===== src/rtl/mem_responder_pkg.sv =====
// Shared constants for the MIPS data-port responder.
// Holds the I/O register offsets (relative to IO_BASE), the STATUS bit layout
// and a helper that packs the STATUS read word.
package mem_responder_pkg;

   localparam logic [31:0] OFF_COUNT  = 32'h0000_0000;
   localparam logic [31:0] OFF_CMP    = 32'h0000_0004;
   localparam logic [31:0] OFF_STATUS = 32'h0000_0008;
   localparam logic [31:0] OFF_TXDATA = 32'h0000_000C;
   localparam logic [31:0] OFF_LED    = 32'h0000_0010;

   localparam int unsigned ST_MATCH   = 0;
   localparam int unsigned ST_FULL    = 1;
   localparam int unsigned ST_EMPTY   = 2;
   localparam int unsigned ST_OVF     = 3;
   localparam int unsigned ST_CNT_LSB = 4;

   function automatic logic [31:0] pack_status(input logic       match,
                                               input logic       full,
                                               input logic       empty,
                                               input logic       ovf,
                                               input logic [3:0] cnt);
      logic [31:0] s;
      s                   = '0;
      s[ST_MATCH]         = match;
      s[ST_FULL]          = full;
      s[ST_EMPTY]         = empty;
      s[ST_OVF]           = ovf;
      s[ST_CNT_LSB +: 4]  = cnt;
      return s;
   endfunction

endpackage


===== src/rtl/mem_responder_if.sv =====
// Data-port bundle between the core's MEM stage and the memory responder.
//   memwrite/memaddr/memwritedata : access request from the core
//   memreaddata                   : combinational read data back to the core
//   tx_valid/tx_data/tx_ready     : byte stream drained from the TX FIFO
//   led                           : LED register contents
// master = core/consumer side, slave = responder side.
interface mem_responder_if;
   logic        memwrite;
   logic [31:0] memaddr;
   logic [31:0] memwritedata;
   logic [31:0] memreaddata;
   logic        tx_valid;
   logic [7:0]  tx_data;
   logic        tx_ready;
   logic [15:0] led;

   modport master (
      output memwrite, memaddr, memwritedata, tx_ready,
      input  memreaddata, tx_valid, tx_data, led
   );

   modport slave (
      input  memwrite, memaddr, memwritedata, tx_ready,
      output memreaddata, tx_valid, tx_data, led
   );
endinterface


===== src/rtl/mem_responder_tx_fifo.sv =====
// Synchronous FIFO without fall-through.
//   push/din   : write port; a push while full is accepted only with a pop
//   pop/dout   : dout is the head entry, pop ignored while empty
//   full/empty : occupancy flags
//   count      : number of stored entries (0 .. DEPTH)
module mem_responder_tx_fifo #(
   parameter int unsigned WIDTH = 8,
   parameter int unsigned DEPTH = 4
) (
   input  logic                     clk,
   input  logic                     reset,
   input  logic                     push,
   input  logic [WIDTH-1:0]         din,
   input  logic                     pop,
   output logic [WIDTH-1:0]         dout,
   output logic                     full,
   output logic                     empty,
   output logic [$clog2(DEPTH):0]   count
);
   localparam int unsigned Aw   = $clog2(DEPTH);
   localparam int unsigned CntW = Aw + 1;

   logic [WIDTH-1:0] mem_q [DEPTH];
   logic [Aw-1:0]    rd_ptr_q, wr_ptr_q;
   logic [CntW-1:0]  count_q, count_d;
   logic             do_push, do_pop;

   assign empty   = (count_q == '0);
   assign full    = (count_q == CntW'(DEPTH));
   assign do_pop  = pop && !empty;
   // When full, the slot being written is the one the pop frees this edge.
   assign do_push = push && (!full || do_pop);

   always_comb begin
      count_d = count_q;
      case ({do_push, do_pop})
         2'b10:   count_d = count_q + CntW'(1);
         2'b01:   count_d = count_q - CntW'(1);
         default: count_d = count_q;
      endcase
   end

   always_ff @(posedge clk) begin
      if (reset) begin
         rd_ptr_q <= '0;
         wr_ptr_q <= '0;
         count_q  <= '0;
      end else begin
         if (do_push) wr_ptr_q <= wr_ptr_q + Aw'(1);
         if (do_pop)  rd_ptr_q <= rd_ptr_q + Aw'(1);
         count_q <= count_d;
      end
   end

   // Storage needs no reset; the pointers define validity.
   always_ff @(posedge clk) begin
      if (!reset && do_push) mem_q[wr_ptr_q] <= din;
   end

   assign dout  = mem_q[rd_ptr_q];
   assign count = count_q;
endmodule


===== src/rtl/mem_responder.sv =====
// Data-memory responder for the pipelined MIPS core.
//   clk, reset : clock and synchronous active-high reset
//   bus        : mem_responder_if.slave (access request, read data, TX stream, LEDs)
// Decodes word accesses to a RAM region at address 0 or to an I/O block at
// IO_BASE (timer COUNT/CMP, STATUS, TX_DATA push, LED). Reads are
// combinational; writes commit on the rising edge.
module mem_responder
   import mem_responder_pkg::*;
#(
   parameter int unsigned RAM_WORDS  = 64,
   parameter int unsigned FIFO_DEPTH = 4,
   parameter logic [31:0] IO_BASE    = 32'hFFFF_0000
) (
   input  logic           clk,
   input  logic           reset,
   mem_responder_if.slave bus
);
   localparam int unsigned RamAw    = $clog2(RAM_WORDS);
   localparam int unsigned CntW     = $clog2(FIFO_DEPTH) + 1;
   localparam logic [31:0] RamBytes = 32'(RAM_WORDS * 4);

   logic [31:0]      word_addr;
   logic             is_ram;
   logic [RamAw-1:0] ram_idx;
   logic             sel_count, sel_cmp, sel_status, sel_txdata, sel_led;
   logic             wr_count, wr_cmp, wr_status, wr_txdata, wr_led;

   logic [31:0]      ram_q [RAM_WORDS];
   logic [31:0]      count_q, count_d;
   logic [31:0]      cmp_q;
   logic             match_q, match_d;
   logic             ovf_q, ovf_d;
   logic [15:0]      led_q;

   logic             fifo_full, fifo_empty, fifo_pop;
   logic [CntW-1:0]  fifo_count;
   logic [31:0]      rdata;

   assign word_addr  = {bus.memaddr[31:2], 2'b00};
   assign is_ram     = (bus.memaddr < RamBytes);
   assign ram_idx    = bus.memaddr[RamAw+1:2];

   assign sel_count  = (word_addr == IO_BASE + OFF_COUNT);
   assign sel_cmp    = (word_addr == IO_BASE + OFF_CMP);
   assign sel_status = (word_addr == IO_BASE + OFF_STATUS);
   assign sel_txdata = (word_addr == IO_BASE + OFF_TXDATA);
   assign sel_led    = (word_addr == IO_BASE + OFF_LED);

   assign wr_count   = bus.memwrite && sel_count;
   assign wr_cmp     = bus.memwrite && sel_cmp;
   assign wr_status  = bus.memwrite && sel_status;
   assign wr_txdata  = bus.memwrite && sel_txdata;
   assign wr_led     = bus.memwrite && sel_led;

   assign fifo_pop   = bus.tx_ready && !fifo_empty;

   mem_responder_tx_fifo #(
      .WIDTH (8),
      .DEPTH (FIFO_DEPTH)
   ) u_tx_fifo (
      .clk   (clk),
      .reset (reset),
      .push  (wr_txdata),
      .din   (bus.memwritedata[7:0]),
      .pop   (fifo_pop),
      .dout  (bus.tx_data),
      .full  (fifo_full),
      .empty (fifo_empty),
      .count (fifo_count)
   );

   always_ff @(posedge clk) begin
      if (!reset && bus.memwrite && is_ram) ram_q[ram_idx] <= bus.memwritedata;
   end

   // Sticky bits: a set event in the same cycle as a clear write wins.
   always_comb begin
      count_d = wr_count ? bus.memwritedata : count_q + 32'd1;

      match_d = match_q;
      if (wr_status && bus.memwritedata[ST_MATCH]) match_d = 1'b0;
      if (count_q == cmp_q)                        match_d = 1'b1;

      ovf_d = ovf_q;
      if (wr_status && bus.memwritedata[ST_OVF])   ovf_d = 1'b0;
      if (wr_txdata && fifo_full && !fifo_pop)     ovf_d = 1'b1;
   end

   always_ff @(posedge clk) begin
      if (reset) begin
         count_q <= '0;
         cmp_q   <= 32'hFFFF_FFFF;
         match_q <= 1'b0;
         ovf_q   <= 1'b0;
         led_q   <= '0;
      end else begin
         count_q <= count_d;
         match_q <= match_d;
         ovf_q   <= ovf_d;
         if (wr_cmp) cmp_q <= bus.memwritedata;
         if (wr_led) led_q <= bus.memwritedata[15:0];
      end
   end

   always_comb begin
      rdata = '0;
      if (is_ram)          rdata = ram_q[ram_idx];
      else if (sel_count)  rdata = count_q;
      else if (sel_cmp)    rdata = cmp_q;
      else if (sel_status) rdata = pack_status(match_q, fifo_full, fifo_empty, ovf_q,
                                               4'(fifo_count));
      else if (sel_led)    rdata = {16'h0000, led_q};
   end

   assign bus.memreaddata = rdata;
   assign bus.tx_valid    = !fifo_empty;
   assign bus.led         = led_q;
endmodule


===== src/flat_wrapper.sv =====
// flat-port wrapper written by rule: the top's interface ports become plain ports
module mem_responder_flat import mem_responder_pkg::*;
#(
   parameter int unsigned RAM_WORDS  = 64,
   parameter int unsigned FIFO_DEPTH = 4,
   parameter logic [31:0] IO_BASE    = 32'hFFFF_0000
)
  (clk, reset, bus_memwrite, bus_memaddr, bus_memwritedata, bus_tx_ready, bus_memreaddata, bus_tx_valid, bus_tx_data, bus_led);
  mem_responder_if bus_i ();
  input  logic clk;
  input  logic reset;
  input wire logic [$bits(bus_i.memwrite)-1:0] bus_memwrite;
  input wire logic [$bits(bus_i.memaddr)-1:0] bus_memaddr;
  input wire logic [$bits(bus_i.memwritedata)-1:0] bus_memwritedata;
  input wire logic [$bits(bus_i.tx_ready)-1:0] bus_tx_ready;
  output wire logic [$bits(bus_i.memreaddata)-1:0] bus_memreaddata;
  output wire logic [$bits(bus_i.tx_valid)-1:0] bus_tx_valid;
  output wire logic [$bits(bus_i.tx_data)-1:0] bus_tx_data;
  output wire logic [$bits(bus_i.led)-1:0] bus_led;
  assign bus_i.memwrite = bus_memwrite;
  assign bus_i.memaddr = bus_memaddr;
  assign bus_i.memwritedata = bus_memwritedata;
  assign bus_i.tx_ready = bus_tx_ready;
  assign bus_memreaddata = bus_i.memreaddata;
  assign bus_tx_valid = bus_i.tx_valid;
  assign bus_tx_data = bus_i.tx_data;
  assign bus_led = bus_i.led;
  mem_responder #(.RAM_WORDS(RAM_WORDS), .FIFO_DEPTH(FIFO_DEPTH), .IO_BASE(IO_BASE)) u_core (.clk(clk), .reset(reset), .bus(bus_i));
endmodule

===== config.mk =====
export PLATFORM = sky130hd
export DESIGN_NAME = mem_responder_flat
export DESIGN_NICKNAME = d
export VERILOG_FILES = /design/src/rtl/mem_responder_pkg.sv /design/src/rtl/mem_responder_if.sv /design/src/rtl/mem_responder_tx_fifo.sv /design/src/rtl/mem_responder.sv /design/src/flat_wrapper.sv
export SDC_FILE = /design/constraint.sdc
export NUM_CORES = 2
export LEC_CHECK = 0
export BUFFER_PORTS_ARGS = -buffer_cell sky130_fd_sc_hd__buf_2
export CELL_PAD_IN_SITES_DETAIL_PLACEMENT = 1
export CELL_PAD_IN_SITES_GLOBAL_PLACEMENT = 1
export CORE_ASPECT_RATIO = 0.5
export CORE_MARGIN = 2
export CORE_UTILIZATION = 59
export DETAILED_ROUTE_END_ITERATION = 10
export HOLD_SLACK_MARGIN = 0.05
export PLACE_DENSITY_LB_ADDON = 0.1
export SLEW_MARGIN = 20
export SYNTH_ARGS = -nofsm -noshare
export SYNTH_HDL_FRONTEND = slang
export SYNTH_SLANG_ARGS = --single-unit

===== constraint.sdc =====
create_clock -name clk -period 10.5 [get_ports clk]
set_clock_uncertainty 0.2 [all_clocks]
set_input_delay 0.525 -clock clk [delete_from_list [all_inputs] [get_ports clk]]
set_output_delay 0.525 -clock clk [all_outputs]
set_load 0.02 [all_outputs]

# After elaboration in Yosys (flattened, before gate mapping)
# Memory sizes are Yosys's and may differ from the RTL's. A register that Yosys moved wholly into a read port is not among the register bits.
# Cells that the tools add are included.
# classes
n_addsub	5
magnitude_cmp	1
eq_ne	9
n_mux	17
reduce_logical	24
# op_table
op	n
two-way mux 32 bit	5
== test 30 bit, second input constant	5
adder 32 x 1 -> 32 bit, second input constant	1
== test 32 bit	1
< comparator 32 x 9 -> 1 bit, second input constant	1
two-way mux 16 bit	1
logical AND 1 bit	15
two-way mux 1 bit	8
one-hot mux 3 bit (2 select lines)	1
nonzero test 2 bit	3
adder 2 x 1 -> 2 bit, second input constant	2
logical NOT 1 bit	4
two-way mux 2 bit	2
adder 3 x 1 -> 3 bit, second input constant	1
== test 3 bit, second input constant	1
logical NOT 3 bit	1
subtractor 3 x 1 -> 3 bit, second input constant	1
== test 2 x 1 -> 1 bit, second input constant	1
== test 2 bit, second input constant	1
logical OR 1 bit	1
# word_totals
register_bits	89
mem_bits_rw	2080
inputBits	68
output_inout_bits	57
n_memories	2
# memory_table
name	depth	word_bits	read_ports	rd_ports_with_merged_regs	wr	line	text
u_core.ram_q	64	32	1	0	1	mem_responder.sv:28	logic [31:0] ram_q [RAM_WORDS];
u_core.u_tx_fifo.mem_q	4	8	1	1	1	mem_responder_tx_fifo.sv:23	logic [WIDTH-1:0] mem_q [DEPTH];

# Logic depth before layout (Yosys ltp)
# depth
depth_word	9
depth_mapped	12
ltp_nobuf	9

# Hierarchy
# A second synthesis with hierarchy kept.
# hier_totals
cells_unflattened	4713
area_unflattened_um2	85041.6
# by_module_without_submodules
mod	n_inst	cells_each	area_per_inst_um2	seq_area_each_um2
mem_responder	1	4603	83301.1	63140.6
mem_responder_tx_fifo	1	110	1740.4	1141.1

# Worst setup path after synthesis
# No wires, ideal clock.
# synth_path
path_type	in2reg
startpoint	in bus_memaddr[9]
endpoint	mem u_core.ram_q[35][0], enable pin
setup_ns	0.461
t_arrival_ns	4.468
t_required_ns	9.839
path_slack_ns	5.371
stages	7
path_cell_list	or4_1 -> or2_1 -> or2_1 -> clkbuf_1 -> nor3_2 -> nand2_1 -> nor3_1
# synth_between
elab_chain_cells	4
# synth_lines
item	line	text
from (decl)	flat_wrapper.sv:13	input wire logic [$bits(bus_i.memaddr)-1:0] bus_memaddr;
< comparator 32 x 9 -> 1 bit	mem_responder.sv:40	assign is_ram = (bus.memaddr < RamBytes);
logical AND 1 bit	mem_responder.sv:73	if (!reset && bus.memwrite && is_ram) ram_q[ram_idx] <= bus.memwritedata;
two-way mux 1 bit	mem_responder.sv:73	
two-way mux 1 bit (implied by the code)	mem_responder.sv:73	
to (decl)	mem_responder.sv:28	
# No other way between the ends.

# Final worst setup path
# layout_path
startpoint	in bus_memaddr[2]
endpoint	out bus_memreaddata[1]
# layout_between
elab_chain_cells	6
word_cells_on_any_way	11
classes_between	order compare (1); eq/ne (4); mux (5); memory (1)
# layout_lines
item	line	text
parallel branches: the longest is 5 deep, another holds < comparator 32 x 9 -> 1 bit	-	
two-way mux 32 bit (*)	mem_responder.sv:107	if (is_ram) rdata = ram_q[ram_idx];
to (decl)	flat_wrapper.sv:16	output wire logic [$bits(bus_i.memreaddata)-1:0] bus_memreaddata;
# Mark *: on every way between the ends.

==> results by group <==
STA
  – Max-slew violations: 0
  – Final period demand of the worst path: 6.08 ns
  – Final setup violation count: 0
  – Slew @ Worst Pin: 1.37 ns
  – Fin. Hold Viols: 0
  – Final period utilization: 57.9%
  – F_max: 164 MHz
  – Setup TNS: 0 ns
  – Rel. slew slack: 7.72%
  – Unrepaired setup endpoints after global routing: no

Global route
  – Largest net degree at the start of global routing: 122
  – Grt total ovfl: 0
  – Initial antenna violation count: 25
  – First-pass GRT wire length: 399000 µm
  – Gr usage total: 39.5%
  – Vias in the first global route: 50500

Route
  – Vias: 51100
  – Routed vias/inst: 7.48
  – Wire per inst: 42.5 µm
  – First DRT Iteration DRCs: 9169
  – TritonRoute pass-1 iters: 6
  – Final WL: 290000 µm
  – Drt drc: 0
  – Post-route antenna net violation count: 0

Yosys
  – Synth Warn #: 0
  – Post-synth cell types: 76
  – Top FF cell, synth: edfxtp_1
  – Syn_nets: 4644
  – Yosys reg bits: 2171
  – Largest area contributor in the netlist: edfxtp_1
  – Post-Synthesis Cells: 4570
  – Yosys top cell area share: 73.7%
  – Post-synth EDFFs: 2080
  – Sequential area share after synthesis: 75.9%
  – Largest cells by area after synthesis: edfxtp_1, mux4_2, mux2i_1
  – Asr flop ratio synth: 0%
  – Cell area after synthesis: 0.0847 mm²
  – Synthesized area per cell: 18.5 µm²

Placement
  – Placed cell areas: 0.0886 mm²
  – Final HPWL DP: 167000 µm
  – Placed Cells: 6484
  – Input/output buffers: 122
  – Final GP Congestion: 0.900

Cells and area
  – Final std cells w/o fill: 6830
  – Layout cells sized above 1: 21.8%
  – Register area: 0.0643 mm²
  – P&R area growth vs syn: 11.5%
  – Util after Layout: 66.2%
  – FILL cells: 11800
  – Fin nets: 4856
  – Final instance area: 0.0945 mm²
  – Area of the multi-input gates: 0.0198 mm²

Critical path
  – Critical Path AT: 5.35 ns
  – Kind of critical path: in2out
  – Endpoint class of the critical path: primary output
  – CP required: 9.78 ns
  – Startpoint Class: input port
  – Max Fanout on Critical Path: 48

Status
  – Status: complete, no violations

Floorplanning
  – Num rows: 98
  – Die area: 0.147 mm²
  – Die width: 540 µm
  – Die Y: 272 µm
  – Initial Util: 59.4%
  – Io pins: 125
  – Core ar.: 0.143 mm²

Pwr
  – Max VDD drop: 0.113 mV
  – P_leak: 29.7 nW
  – Power Density: 183 mW/mm²
  – Overall Power: 17.3 mW

Min path
  – Hold Path Class: in2reg

Clock tree
  – Clk sinks: 2171
  – Deepest clock path buffer count: 4
  – CTS tree: done
  – CTS Buf Count: 188
  – Worst-path clk slew: 0.07 ns
  – Clock tree root driver cell: clkbuf_16
  – CTS resizes: 0
  – Total setup buffers inserted after CTS: 0
  – Htree depth: 4
  – Clock Latency Late Sink: 0.82 ns

Job
  – Number of max-cap violations: 0
## state kept, by name, summed over array words and instances (netlist names), named ones only
name and flops:
u_core.u_tx_fifo.count 3, u_core.u_tx_fifo.rd_ptr_q 2, u_core.u_tx_fifo.mem_q 32, u_core.bus.led 16, u_core.u_tx_fifo.wr_ptr_q 2, u_core.ovf_q 1, u_core.count_q 32, u_core.ram_q 2048
u_core.cmp_q 32, u_core.match_q 1
## report_power, final
| part | switching, mW | total (mW) | internal (mW) |
|---|---|---|---|
| sequential | 0.00156 | 9.47 | 9.47 |
| clock | 3.15 | 6.87 | 3.72 |
| combinational | 0.661 | 0.911 | 0.250 |
| total | 3.81 | 17.3 | 13.4 |
## logic make-up after synthesis
group | share of synthesized area [%]
compound gates | 6.42
xor+xnor | 0.672
fa+ha+maj | 0.0975
buf+inv | 1.52
flops | 75.9
mux | 11.7
simple gates | 3.75
## synthesized netlist by cell type (18+ instances only)
master / number
buf_2: 70
nor3_1: 39
clkbuf_1: 173
nor2_1: 194
and3_1: 18
nand3_1: 60
nand4_1: 42
a21oi_1: 125
a22oi_1: 112
mux4_2: 315
a211oi_1: 46
nand2_1: 203
dfxtp_1: 91
nor2b_1: 44
a211o_1: 37
mux2_2: 84
edfxtp_1: 2080
buf_1: 41
mux2i_1: 186
a221oi_1: 118
a31oi_1: 36
a221o_1: 20
a22o_1: 20
o21ai_0: 90
xnor2_1: 49
o2bb2ai_1: 21
o22ai_1: 66
## cell usage in the layout (no fill, tap or decap), drive strengths merged, types with 20 or more instances in the layout
cell	n
a221o	20
mux4	315
o21ai	90
clkinv	75
nor2	194
nand4	42
mux2i	186
a22o	20
clkbuf	230
nor3	40
nor2b	44
a22oi	112
xnor2	49
o22ai	66
mux2	84
dfxtp	91
buf	312
a211o	37
o2bb2ai	21
a211oi	46
a221oi	118
nand2	203
edfxtp	2080
a21oi	125
nand3	60
a31oi	36
## routing by layer
layer	GRT usage (%)	vias to the layer above	share of wire, %
li1	-	19200	-
met1	55.8	26700	37
met2	56.7	4448	43
met3	16.0	675	17
met4	12.1	18	3.4
met5	0	-	0.042
## layout make-up
| cell class | instances | share of cell area [%] |
|---|---|---|
| Inverter | 12 | 0.0529 |
| Clock inverter | 99 | 0.895 |
| Multi-Input combinational cell | 2093 | 21.0 |
| Antenna cell | 10 | 0.0265 |
| Sequential cell | 2171 | 68.0 |
| Clock buffer | 229 | 5.24 |
| Tap cell | 1900 | 2.52 |
| Timing Repair Buffer | 316 | 2.30 |
## worst max-delay path, stage by stage
cell       delay (ns)
buf_8            0.44
buf_4            0.67
mux4_2           0.63
nand2_1          0.10
nand4_1          0.68
a2111oi_0        1.24
a31oi_1          0.57
buf_2            0.33
## per-stage QoR
stage	setup WS [ns]	hold WS, ns
final	4.42	0.104
after global routing	4.43	0.0985
after CTS	4.78	0.111
after detailed placement	4.81	0.272
after global placement	4.85	0.250
after floorplan	5.37	0.232
## worst paths after layout
kind                                                        end  cells after the start  slack (ns)                            start
worst min register to register  u_core.bus.led[12]$_SDFFE_PP0P_                      2        0.28  u_core.bus.led[12]$_SDFFE_PP0P_
worst min-delay path              u_core.ram_q[0][26]$_DFFE_PP_                      1        0.10             bus_memwritedata[26]
worst max register to register    u_core.count_q[31]$_SDFF_PP0_                      6        7.69     u_core.count_q[6]$_SDFF_PP0_
worst max-delay path                         bus_memreaddata[1]                      8        4.42                   bus_memaddr[2]
## timing repair
action	CTS	global route
setup endpoints to repair	0	0
hold buffers	3	0
endpoints found under the hold margin	3	0
(Power assumes the default switching activity.)
